==> src/rtl/intr_pkg.sv <==
// Shared types and helpers for the push-button interrupt generator.
package intr_pkg;

  typedef enum logic [2:0] {
    IDLE,
    DB_PRESS,
    PULSE,
    HELD,
    DB_RELEASE
  } intr_state_t;

  // The one counter times both the debounce windows and the pulse, so size it for the longer of the two.
  function automatic int cnt_width(input int db_count, input int pulse_cycles);
    int longest;
    longest = (db_count > pulse_cycles) ? db_count : pulse_cycles;
    return $clog2(longest + 1);
  endfunction

endpackage

==> src/rtl/sync_2ff.sv <==
// Two-flop synchronizer for any asynchronous external input (buttons, switches, IOBUS lines).
module sync_2ff (
  input  logic CLK,
  input  logic RST,
  input  logic d,
  output logic q
);

  logic s1;
  logic s2;

  always_ff @(posedge CLK) begin
    if (RST) begin
      s1 <= 1'b0;
      s2 <= 1'b0;
    end else begin
      s1 <= d;
      s2 <= s1;
    end
  end

  assign q = s2;

endmodule

==> src/rtl/intr_button_debouncer.sv <==
// Turns a bouncing push-button into one fixed-width INTR pulse per debounced press for the MCU.
module intr_button_debouncer
  import intr_pkg::*;
#(
  parameter int DB_COUNT     = 500000,
  parameter int PULSE_CYCLES = 4,
  parameter int CNT_W        = 8
) (
  input  logic             CLK,
  input  logic             RST,
  input  logic             BTN,
  output logic             INTR,
  output logic             BUSY,
  output logic [CNT_W-1:0] EVENT_CNT
);

  localparam int CW = cnt_width(DB_COUNT, PULSE_CYCLES);
  localparam logic [CW-1:0] DB_LAST    = CW'(DB_COUNT - 1);
  localparam logic [CW-1:0] PULSE_LAST = CW'(PULSE_CYCLES - 1);

  intr_state_t      state;
  intr_state_t      next_state;
  logic [CW-1:0]    cnt;
  logic [CW-1:0]    next_cnt;
  logic             s2;
  logic             intr_d;
  logic             busy_d;
  logic             event_inc;
  logic             intr_q;
  logic             busy_q;
  logic [CNT_W-1:0] event_cnt;

  sync_2ff u_sync (
    .CLK (CLK),
    .RST (RST),
    .d   (BTN),
    .q   (s2)
  );

  always_ff @(posedge CLK) begin
    if (RST) begin
      state <= IDLE;
      cnt   <= '0;
    end else begin
      state <= next_state;
      cnt   <= next_cnt;
    end
  end

  always_comb begin
    next_state = state;
    next_cnt   = cnt;
    unique case (state)
      IDLE: begin
        if (s2) begin
          next_state = DB_PRESS;
          next_cnt   = '0;
        end
      end
      DB_PRESS: begin
        if (!s2) begin
          next_state = IDLE;
          next_cnt   = '0;
        end else if (cnt == DB_LAST) begin
          next_state = PULSE;
          next_cnt   = '0;
        end else begin
          next_cnt = cnt + CW'(1);
        end
      end
      // The button is deliberately ignored here so a release cannot shorten the pulse.
      PULSE: begin
        if (cnt == PULSE_LAST) begin
          next_state = HELD;
          next_cnt   = '0;
        end else begin
          next_cnt = cnt + CW'(1);
        end
      end
      HELD: begin
        if (!s2) begin
          next_state = DB_RELEASE;
          next_cnt   = '0;
        end
      end
      DB_RELEASE: begin
        if (s2) begin
          next_state = HELD;
          next_cnt   = '0;
        end else if (cnt == DB_LAST) begin
          next_state = IDLE;
          next_cnt   = '0;
        end else begin
          next_cnt = cnt + CW'(1);
        end
      end
      default: begin
        next_state = IDLE;
        next_cnt   = '0;
      end
    endcase
  end

  // Outputs are decoded from next_state and registered, so INTR/BUSY track the state with no decode glitches.
  always_comb begin
    intr_d    = (next_state == PULSE);
    busy_d    = (next_state != IDLE);
    event_inc = (state == DB_PRESS) && (next_state == PULSE);
  end

  always_ff @(posedge CLK) begin
    if (RST) begin
      intr_q    <= 1'b0;
      busy_q    <= 1'b0;
      event_cnt <= '0;
    end else begin
      intr_q <= intr_d;
      busy_q <= busy_d;
      if (event_inc) begin
        event_cnt <= event_cnt + CNT_W'(1);
      end
    end
  end

  assign INTR      = intr_q;
  assign BUSY      = busy_q;
  assign EVENT_CNT = event_cnt;

endmodule

==> config.mk <==
export PLATFORM = sky130hd
export DESIGN_NAME = intr_button_debouncer
export DESIGN_NICKNAME = d
export VERILOG_FILES = /design/src/rtl/intr_pkg.sv /design/src/rtl/sync_2ff.sv /design/src/rtl/intr_button_debouncer.sv
export SDC_FILE = /design/constraint.sdc
export NUM_CORES = 1
export LEC_CHECK = 0
export CAP_MARGIN = 20
export CORE_MARGIN = 10
export CORE_UTILIZATION = 46
export DETAILED_ROUTE_END_ITERATION = 10
export PLACE_DENSITY = 0.68
export SLEW_MARGIN = 30
export SYNTH_ARGS = -nofsm -noshare
export SYNTH_HDL_FRONTEND = slang
export SYNTH_SLANG_ARGS = --single-unit
==> constraint.sdc <==
create_clock -name CLK -period 2 [get_ports CLK]
set_clock_uncertainty 0.2 [all_clocks]
set_input_delay 0.3 -clock CLK [delete_from_list [all_inputs] [get_ports CLK]]
set_output_delay 0.3 -clock CLK [all_outputs]
set_load 0.02 [all_outputs]
==> out/metrics.json, run 1 <==
{
  "combPwrFrac": {"value": 0.038},
  "clock_insertion_delay_worst_skew": {"value": 0.28, "unit": "ns"},
  "failed_checks": {"value": "negative setup slack"},
  "tritoncts": {"value": "built"},
  "critPathMaxStageDelay": {"value": 0.53, "unit": "ns"},
  "ctsHoldBuffers": {"value": 0},
  "die_area": {"value": 6500, "unit": "sq um"},
  "nNetsFinal": {"value": 246},
  "timing.max_slew.rel_slack": {"value": 0.666},
  "clock_path_buffers": {"value": 2},
  "grt_util_all_layers": {"value": 0.133},
  "cp-start-kind": {"value": "flip-flop"},
  "finalCriticalPeriod": {"value": 2.07, "unit": "ns"},
  "drv_slew": {"value": 0},
  "p_leak": {"value": 0.843, "unit": "nW"},
  "path_max_fanout": {"value": 8},
  "final.fill_count": {"value": 289},
  "post-route-period-util": {"value": 1.03},
  "ctsRootBufferMaster": {"value": "sky130_fd_sc_hd__clkbuf_8"},
  "rsz0062_at_grt": {"value": "yes"},
  "routed_wire_length_per_instance": {"value": 14.8, "unit": "microns"},
  "fp.dieH": {"value": 80.6, "unit": "microns"},
  "timing.hold.worst.class": {"value": "flip-flop to flip-flop"},
  "postSynthNetCount": {"value": 201},
  "finish.utilization": {"value": 0.664},
  "intPower": {"value": 976, "unit": "uW"},
  "multi_input_comb_area": {"value": 1040, "unit": "sq um"},
  "start_util": {"value": 0.491},
  "status": {"value": "complete, but fails checks"},
  "sw_frac_of_total": {"value": 0.212},
  "finalSetupViolations": {"value": 16},
  "grt_start_max_net_pins": {"value": 15},
  "area_delta_synth_final": {"value": 35.2, "unit": "%"},
  "antenna_left": {"value": 0},
  "port-buffer-count": {"value": 12},
  "numPlacedInstances": {"value": 275},
  "crit_chain": {"value": "or4_4 > nor4_4 > a2111oi_4 > o31ai_4 > buf_4 > nor2_1"},
  "drv.max_cap_violation_count": {"value": 0},
  "grt_pass1_wl": {"value": 6930, "unit": "microns"},
  "ys_seq_elements": {"value": 34},
  "synth-seq-area-share": {"value": 0.403},
  "final_hold_violation_count": {"value": 0},
  "ys_types": {"value": 40},
  "dieWidth": {"value": 80.6, "unit": "microns"},
  "synthesis.yosys.warnings": {"value": 0},
  "drt_drc_violations_left": {"value": 0},
  "share_of_layout_cells_above_drive_strength_1": {"value": 0.281},
  "cts_made_buffers": {"value": 5},
  "seqPwrFrac": {"value": 0.552},
  "clock_power_share": {"value": 0.410},
  "synth.avg_cell_area": {"value": 8.62, "unit": "sq um"},
  "pwr_density_cell": {"value": 542, "unit": "nW/um^2"},
  "synthesis.area": {"value": 1690, "unit": "sq um"},
  "worst_ep_arrival_time": {"value": 2.04, "unit": "ns"},
  "via_count_normalized_by_instance_count": {"value": 5.55},
  "antenna_cells": {"value": 0},
  "grt_pass1_vias": {"value": 1596},
  "grt_remaining_overflow": {"value": 0},
  "hold_slack": {"value": 0.254, "unit": "ns"},
  "critPathCaptureType": {"value": "flip-flop"},
  "drt_pass1_iterations": {"value": 4},
  "max_freq": {"value": 483, "unit": "MHz"},
  "finalWirelength": {"value": 4260, "unit": "microns"},
  "netlist_instances": {"value": 196},
  "grt_antenna_before_repair": {"value": 0},
  "critical-path-top-delay-family": {"value": "simple AND/OR/NAND/NOR gates"},
  "slowest_stage": {"value": "sky130_fd_sc_hd__or4_4"},
  "num_vias": {"value": 1599},
  "timing.critical_path.required": {"value": 1.97, "unit": "ns"},
  "drt_first_iter_violations": {"value": 155},
  "num_rows": {"value": 21},
  "finalNonFillerCells": {"value": 288},
  "dp_hpwl": {"value": 3030, "unit": "microns"},
  "report.power.total": {"value": 1.24, "unit": "mW"},
  "placeableCoreArea": {"value": 3440, "unit": "sq um"},
  "top_level_port_count": {"value": 13},
  "cts.sinks": {"value": 34},
  "gp_routability_congestion": {"value": 0.860},
  "netSwitchingPower": {"value": 262, "unit": "uW"},
  "seq_cell_area": {"value": 687, "unit": "sq um"},
  "cts_max_level": {"value": 2},
  "irDropWorstVdd": {"value": 361, "unit": "uV"},
  "worst-setup-path-type": {"value": "flip-flop to flip-flop"},
  "min_setup_slack_post_route": {"value": -0.0695, "unit": "ns"},
  "tightestPinTransition": {"value": 0.497, "unit": "ns"},
  "clk_pin_slew": {"value": 0.07, "unit": "ns"},
  "number_of_buffer_and_inverter_stages_on_the_critical_path": {"value": 1}
}
## placed cells by master, fill, tap and decap left out, types with 4 or more instances in the layout
master | Yosys | final
sky130_fd_sc_hd__buf_4 | 0 | 31
sky130_fd_sc_hd__or3_1 | 9 | 7
sky130_fd_sc_hd__xnor2_1 | 9 | 9
sky130_fd_sc_hd__clkbuf_8 | 0 | 6
sky130_fd_sc_hd__clkdlybuf4s50_1 | 0 | 12
sky130_fd_sc_hd__nand2_1 | 15 | 15
sky130_fd_sc_hd__a21oi_2 | 0 | 6
sky130_fd_sc_hd__dfxtp_2 | 0 | 5
sky130_fd_sc_hd__nand4_1 | 8 | 8
sky130_fd_sc_hd__dfxtp_1 | 34 | 29
sky130_fd_sc_hd__xor2_1 | 10 | 10
sky130_fd_sc_hd__nor2_1 | 24 | 24
sky130_fd_sc_hd__nand3_1 | 8 | 8
sky130_fd_sc_hd__inv_1 | 7 | 7
sky130_fd_sc_hd__nor4_1 | 6 | 5
sky130_fd_sc_hd__o21ai_0 | 8 | 6
sky130_fd_sc_hd__nor3_1 | 6 | 4
## power by group through the flow
stage | Combinational, mW | Sequential [mW] | Clock, mW
detailed placement | 0.0443 | 0.698 | 0
global placement | 0.0433 | 0.698 | 0
global route | 0.0505 | 0.683 | 0.563
floorplan | 0.0312 | 0.697 | 0
CTS | 0.0446 | 0.683 | 0.522
finish | 0.0467 | 0.683 | 0.508
## state kept, by name, summed over array words and instances (netlist names)
name and cells:
u_sync.q 1, INTR 1, EVENT_CNT 8, BUSY 1, state 3, u_sync.s1 1
cnt 19
## per-stage QoR
stage | setup WS [ns] | setup TNS (ns) | area (sq um)
floorplan | -0.0909 | -0.886 | 1710
global placement | -0.0254 | -0.253 | 2060
detailed placement | -0.0757 | -1.20 | 2060
CTS | -0.0951 | -1.39 | 2180
global route | -0.147 | -2.40 | 2290
finish | -0.0695 | -0.997 | 2290
## cells in the mapped netlist
cell type | instances | area [sq um]
sky130_fd_sc_hd__nor4_4 | 1 | 21.3
sky130_fd_sc_hd__nand4_1 | 8 | 50.1
sky130_fd_sc_hd__ha_1 | 2 | 25.0
sky130_fd_sc_hd__and3_1 | 3 | 18.8
sky130_fd_sc_hd__nand3_1 | 8 | 40.0
sky130_fd_sc_hd__xnor2_1 | 9 | 78.8
sky130_fd_sc_hd__xor2_1 | 10 | 87.6
sky130_fd_sc_hd__and4bb_2 | 1 | 12.5
sky130_fd_sc_hd__nand2_1 | 15 | 56.3
sky130_fd_sc_hd__a32oi_1 | 1 | 8.76
sky130_fd_sc_hd__and4b_1 | 2 | 20.0
sky130_fd_sc_hd__o31ai_4 | 1 | 21.3
sky130_fd_sc_hd__o2111a_1 | 1 | 11.3
sky130_fd_sc_hd__a21oi_1 | 9 | 45.0
sky130_fd_sc_hd__a32o_1 | 1 | 10.0
sky130_fd_sc_hd__nand4_2 | 1 | 12.5
sky130_fd_sc_hd__and4_1 | 3 | 26.3
sky130_fd_sc_hd__nor3_2 | 1 | 10.0
sky130_fd_sc_hd__a2111oi_2 | 1 | 15.0
sky130_fd_sc_hd__clkbuf_1 | 4 | 15.0
sky130_fd_sc_hd__mux2i_1 | 1 | 10.0
sky130_fd_sc_hd__a21boi_0 | 1 | 7.51
sky130_fd_sc_hd__a22oi_1 | 1 | 7.51
sky130_fd_sc_hd__nor4_1 | 6 | 37.5
sky130_fd_sc_hd__o21bai_1 | 1 | 7.51
sky130_fd_sc_hd__nor2b_1 | 2 | 12.5
sky130_fd_sc_hd__and3_2 | 1 | 7.51
sky130_fd_sc_hd__or4_1 | 2 | 15.0
sky130_fd_sc_hd__nor2_1 | 24 | 90.1
sky130_fd_sc_hd__o21ai_0 | 8 | 40.0
sky130_fd_sc_hd__nor3_1 | 6 | 30.0
sky130_fd_sc_hd__buf_2 | 4 | 20.0
sky130_fd_sc_hd__dfxtp_1 | 34 | 681
sky130_fd_sc_hd__inv_1 | 7 | 26.3
sky130_fd_sc_hd__o2bb2ai_1 | 1 | 8.76
sky130_fd_sc_hd__or3_1 | 9 | 56.3
sky130_fd_sc_hd__nand4b_1 | 1 | 8.76
sky130_fd_sc_hd__buf_6 | 1 | 11.3
sky130_fd_sc_hd__a211oi_1 | 2 | 15.0
sky130_fd_sc_hd__a31oi_1 | 2 | 12.5
## kinds of logic (layout without fill, tap and decap cells)
group / count (synthesis) / in the layout / share of synthesized area
AOI/OAI and AO/OA: 30 / 30 / 0.124
xor gates and xnor gates: 19 / 19 / 0.0984
adders and majority gates: 2 / 2 / 0.0148
buffers and inverters: 16 / 61 / 0.0429
DFF: 34 / 34 / 0.403
muxes: 1 / 1 / 0.00592
and+or+nand+nor: 94 / 95 / 0.311
## per-layer routing
layer  track usage  vias to the layer above  wire [microns]
met2         0.226                       31            2190
li1              -                      804               -
met5             0                        -               0
met4        0.0370                        0              17
met3        0.0512                        3             196
met1         0.149                      761            1850
## layout make-up
type	instances	share of cell area
multi-input cells	147	0.454
flip-flops and latches	34	0.300
repair buffers	46	0.169
clock buffers	7	0.0378
well taps	46	0.0252
inverters	7	0.0115
clock inverters	1	0.00219
## final timing paths
| kind | from | to | slack (ns) | depth (start not counted) |
|---|---|---|---|---|
| setup reg to reg | cnt[17] | cnt[8] | -0.07 | 6 |
| hold / removal | u_sync.s1 | u_sync.q | 0.25 | 1 |
| hold reg to reg | u_sync.s1 | u_sync.q | 0.25 | 1 |
| setup / recovery | cnt[17] | cnt[8] | -0.07 | 6 |
## what timing repair did
action                                 in CTS  in global routing
setup buffers                               0                  5
endpoints found under the hold margin       0                  0
gates resized for setup                     4                 20
gates cloned                                0                  1
pin swaps                                   2                 14
setup endpoints to repair                  22                 24
No activity file was read; power rests on OpenSTA's default activity.
==> run 2: changes to the inputs <==
CORE_UTILIZATION = 34   (was 46)
PLACE_DENSITY = not set   (was 0.68)
==> run 2 against run 1 <==
The flow still finishes with violations (negative setup slack). Die area increased by 26%. Non-clock buffer count increased by 5. Clock-buffer cell count increased by 1. Sequential cell count unchanged. Sequential share of layout area decreased by 1.2 points. Highest routed layer unchanged. Worst hold slack improved by 0.0043 ns.
==> out/metrics.json, run 2 (synthesis results as in run 1) <==
{
  "p_leak": {"value": 0.879, "unit": "nW", "change": "was 0.843 nW"},
  "finalCriticalPeriod": {"value": 2.08, "unit": "ns", "change": "was 2.07 ns"},
  "drt_first_iter_violations": {"value": 101, "change": "was 155"},
  "placeableCoreArea": {"value": 4790, "unit": "sq um", "change": "was 3440 sq um"},
  "tightestPinTransition": {"value": 0.553, "unit": "ns", "change": "was 0.497 ns"},
  "design_area": {"value": 2380, "unit": "sq um", "change": "was 2290 sq um"},
  "critical_path.reg2reg.endpoint": {"value": "cnt[8]", "change": "unchanged"},
  "fp.dieH": {"value": 90.5, "unit": "microns", "change": "was 80.6 microns"},
  "grt_antenna_before_repair": {"value": 0, "change": "unchanged"},
  "cp-startpoint": {"value": "cnt[17]", "change": "unchanged"},
  "num_vias": {"value": 1585, "change": "was 1599"},
  "reg2reg_depth": {"value": 6, "change": "unchanged"},
  "grt_pass1_wl": {"value": 6860, "unit": "microns", "change": "was 6930 microns"},
  "area_delta_synth_final": {"value": 40.6, "unit": "%", "change": "was 35.2%"},
  "grt_util_all_layers": {"value": 0.100, "change": "was 0.133"},
  "timing.reg2reg.setup_slack": {"value": -0.08, "unit": "ns", "change": "was -0.07 ns"},
  "cts_made_buffers": {"value": 5, "change": "unchanged"},
  "drt_drc_violations_left": {"value": 0, "change": "unchanged"},
  "status": {"value": "complete, but fails checks", "change": "unchanged"},
  "critPathCaptureType": {"value": "flip-flop", "change": "unchanged"},
  "rr_startpoint": {"value": "cnt[17]", "change": "unchanged"},
  "crit_chain": {"value": "or4_4 > nor4_4 > a2111oi_4 > o31ai_4 > buf_4 > nor2_1", "change": "unchanged"},
  "antenna_left": {"value": 0, "change": "unchanged"},
  "nNetsFinal": {"value": 251, "change": "was 246"},
  "highest_layer": {"value": "met4", "change": "unchanged"},
  "tritoncts": {"value": "built", "change": "unchanged"},
  "dp_hpwl": {"value": 2820, "unit": "microns", "change": "was 3030 microns"},
  "clk_pin_slew": {"value": 0.07, "unit": "ns", "change": "about the same"},
  "share_of_layout_cells_above_drive_strength_1": {"value": 0.300, "change": "was 0.281"},
  "dieWidth": {"value": 90.5, "unit": "microns", "change": "was 80.6 microns"},
  "ctsHoldBuffers": {"value": 0, "change": "unchanged"},
  "worst_ep_arrival_time": {"value": 2.06, "unit": "ns", "change": "was 2.04 ns"},
  "hold_path_end": {"value": "u_sync.q", "change": "unchanged"},
  "ctsRootBufferMaster": {"value": "sky130_fd_sc_hd__clkbuf_8", "change": "unchanged"},
  "port-buffer-count": {"value": 12, "change": "unchanged"},
  "layout.cells.most_common_list": {"value": "sky130_fd_sc_hd__buf_4, sky130_fd_sc_hd__dfxtp_1, sky130_fd_sc_hd__nor2_1", "change": "unchanged"},
  "layout.cells.most_common": {"value": "sky130_fd_sc_hd__buf_4", "change": "unchanged"},
  "hold_slack": {"value": 0.258, "unit": "ns", "change": "was 0.254 ns"},
  "clock_insertion_delay_worst_skew": {"value": 0.29, "unit": "ns", "change": "was 0.28 ns"},
  "placement.cell_area": {"value": 2120, "unit": "sq um", "change": "was 2060 sq um"},
  "cts_max_level": {"value": 2, "change": "unchanged"},
  "finalSetupViolations": {"value": 17, "change": "was 16"},
  "drt_pass1_iterations": {"value": 4, "change": "unchanged"},
  "grt_pass1_vias": {"value": 1477, "change": "was 1596"},
  "hold_depth": {"value": 1, "change": "unchanged"},
  "grt_remaining_overflow": {"value": 0, "change": "unchanged"},
  "critPathMaxStageDelay": {"value": 0.54, "unit": "ns", "change": "was 0.53 ns"},
  "post-route-period-util": {"value": 1.04, "change": "was 1.03"},
  "via_count_normalized_by_instance_count": {"value": 5.05, "change": "was 5.55"},
  "slowest_stage": {"value": "sky130_fd_sc_hd__or4_4", "change": "unchanged"},
  "largest-register": {"value": "cnt", "change": "unchanged"},
  "timing.critical_path.required": {"value": 1.98, "unit": "ns", "change": "was 1.97 ns"},
  "finalWirelength": {"value": 4090, "unit": "microns", "change": "was 4260 microns"},
  "routed_wire_length_per_instance": {"value": 13.0, "unit": "microns", "change": "was 14.8 microns"},
  "routedLengthMet1": {"value": 1990, "unit": "microns", "change": "was 1850 microns"},
  "irDropWorstVdd": {"value": 279, "unit": "uV", "change": "was 361 uV"},
  "max_reg_flops": {"value": 19, "change": "unchanged"},
  "worst-setup-path-type": {"value": "flip-flop to flip-flop", "change": "unchanged"},
  "rsz0062_at_grt": {"value": "yes", "change": "unchanged"},
  "timing.max_slew.rel_slack": {"value": 0.628, "change": "was 0.666"},
  "report.power.total": {"value": 1.34, "unit": "mW", "change": "was 1.24 mW"},
  "top_level_port_count": {"value": 13, "change": "unchanged"},
  "die_area": {"value": 8190, "unit": "sq um", "change": "was 6500 sq um"},
  "clock_path_buffers": {"value": 2, "change": "unchanged"},
  "path_max_fanout": {"value": 9, "change": "was 8"},
  "gp_routability_congestion": {"value": 0.832, "change": "was 0.860"},
  "antenna_cells": {"value": 0, "change": "unchanged"},
  "detailroute.wirelength.met2": {"value": 1860, "unit": "microns", "change": "was 2190 microns"},
  "grt_start_max_net_pins": {"value": 15, "change": "unchanged"},
  "finish.utilization": {"value": 0.496, "change": "was 0.664"},
  "failed_checks": {"value": "negative setup slack", "change": "unchanged"},
  "start_util": {"value": 0.353, "change": "was 0.491"},
  "num_rows": {"value": 25, "change": "was 21"},
  "hold_path.startpoint": {"value": "u_sync.s1", "change": "unchanged"},
  "final.fill_count": {"value": 443, "change": "was 289"},
  "cts.sinks": {"value": 34, "change": "unchanged"},
  "detailroute.wirelength.met3": {"value": 159, "unit": "microns", "change": "was 196 microns"},
  "cp-start-kind": {"value": "flip-flop", "change": "unchanged"},
  "timing.hold.worst.class": {"value": "flip-flop to flip-flop", "change": "unchanged"},
  "pwr_density_cell": {"value": 563, "unit": "nW/um^2", "change": "was 542 nW/um^2"},
  "max_freq": {"value": 482, "unit": "MHz", "change": "was 483 MHz"},
  "final_hold_violation_count": {"value": 0, "change": "unchanged"},
  "drv.max_cap_violation_count": {"value": 0, "change": "unchanged"},
  "min_setup_slack_post_route": {"value": -0.0764, "unit": "ns", "change": "was -0.0695 ns"},
  "drv_slew": {"value": 0, "change": "unchanged"}
}
-- run 2: cell types whose count changed in the layout (fill, tap and decap cells not counted), sizes merged --
| cell | change |
|---|---|
| buf | +5 |
| clkbuf | +1 |
| clkinv | -1 |
-- run 2: timing repair --
| item | in CTS | in global routing |
|---|---|---|
| endpoints found under the hold margin | 0 | 0 |
| pin swaps | 1 | 12 |
| cloned | 0 | 1 |
| buffers inserted | 0 | 5 |
| resized for setup | 6 | 16 |
| endpoints found under the setup margin | 25 | 29 |
-- run 2: worst max path at each step --
stage               endpoint  slack, ns  depth (start not counted)
floorplan            cnt[17]      -0.09                          6
global placement      cnt[5]      -0.07                          6
detailed placement    cnt[8]      -0.09                          7
CTS                   cnt[8]       -0.1                          6
global route          cnt[8]      -0.19                          6
finish                cnt[8]      -0.08                          6
-- run 2: worst max-delay path: cells and delay by family, from the launching register on --
family / cells / cell delay (ns)
buffers and inverters: 1 / 0.20
AO/OA/AOI/OAI: 2 / 0.42
AND/OR/NAND/NOR: 3 / 0.83
flip-flops: 1 / 0.32
-- run 2: routing by layer --
metal | track usage | up-vias
met4 | 0.0531 | 0
li1 | - | 809
met1 | 0.125 | 742
met3 | 0.0291 | 6
met5 | 0 | -
met2 | 0.150 | 28
-- run 2: report_power, final --
group | leakage, nW | switching (mW) | total (mW) | internal, mW
Clock | 0.0575 | 0.259 | 0.607 | 0.348
Sequential | 0.276 | 0.00223 | 0.682 | 0.680
Combinational | 0.545 | 0.0297 | 0.0504 | 0.0207
Total | 0.879 | 0.291 | 1.34 | 1.05
-- run 2: cell type report --
cell class / instances / area [sq um] / area share
Tap cell: 67 / 83.8 / 0.0353
Timing Repair Buffer: 51 / 417 / 0.175
Clock buffer: 8 / 110 / 0.0463
Sequential cell: 34 / 686 / 0.289
Multi-Input combinational cell: 147 / 1050 / 0.443
Inverter: 7 / 26.3 / 0.0111
-- run 2: metrics by stage --
stage	instances	setup TNS, ns	worst slack, ns
after floorplan	196	-0.886	-0.0909
after global placement	300	-1.05	-0.0691
after detailed placement	300	-1.35	-0.0875
after CTS	308	-1.33	-0.0953
after global routing	314	-2.98	-0.186
final	314	-1.05	-0.0764
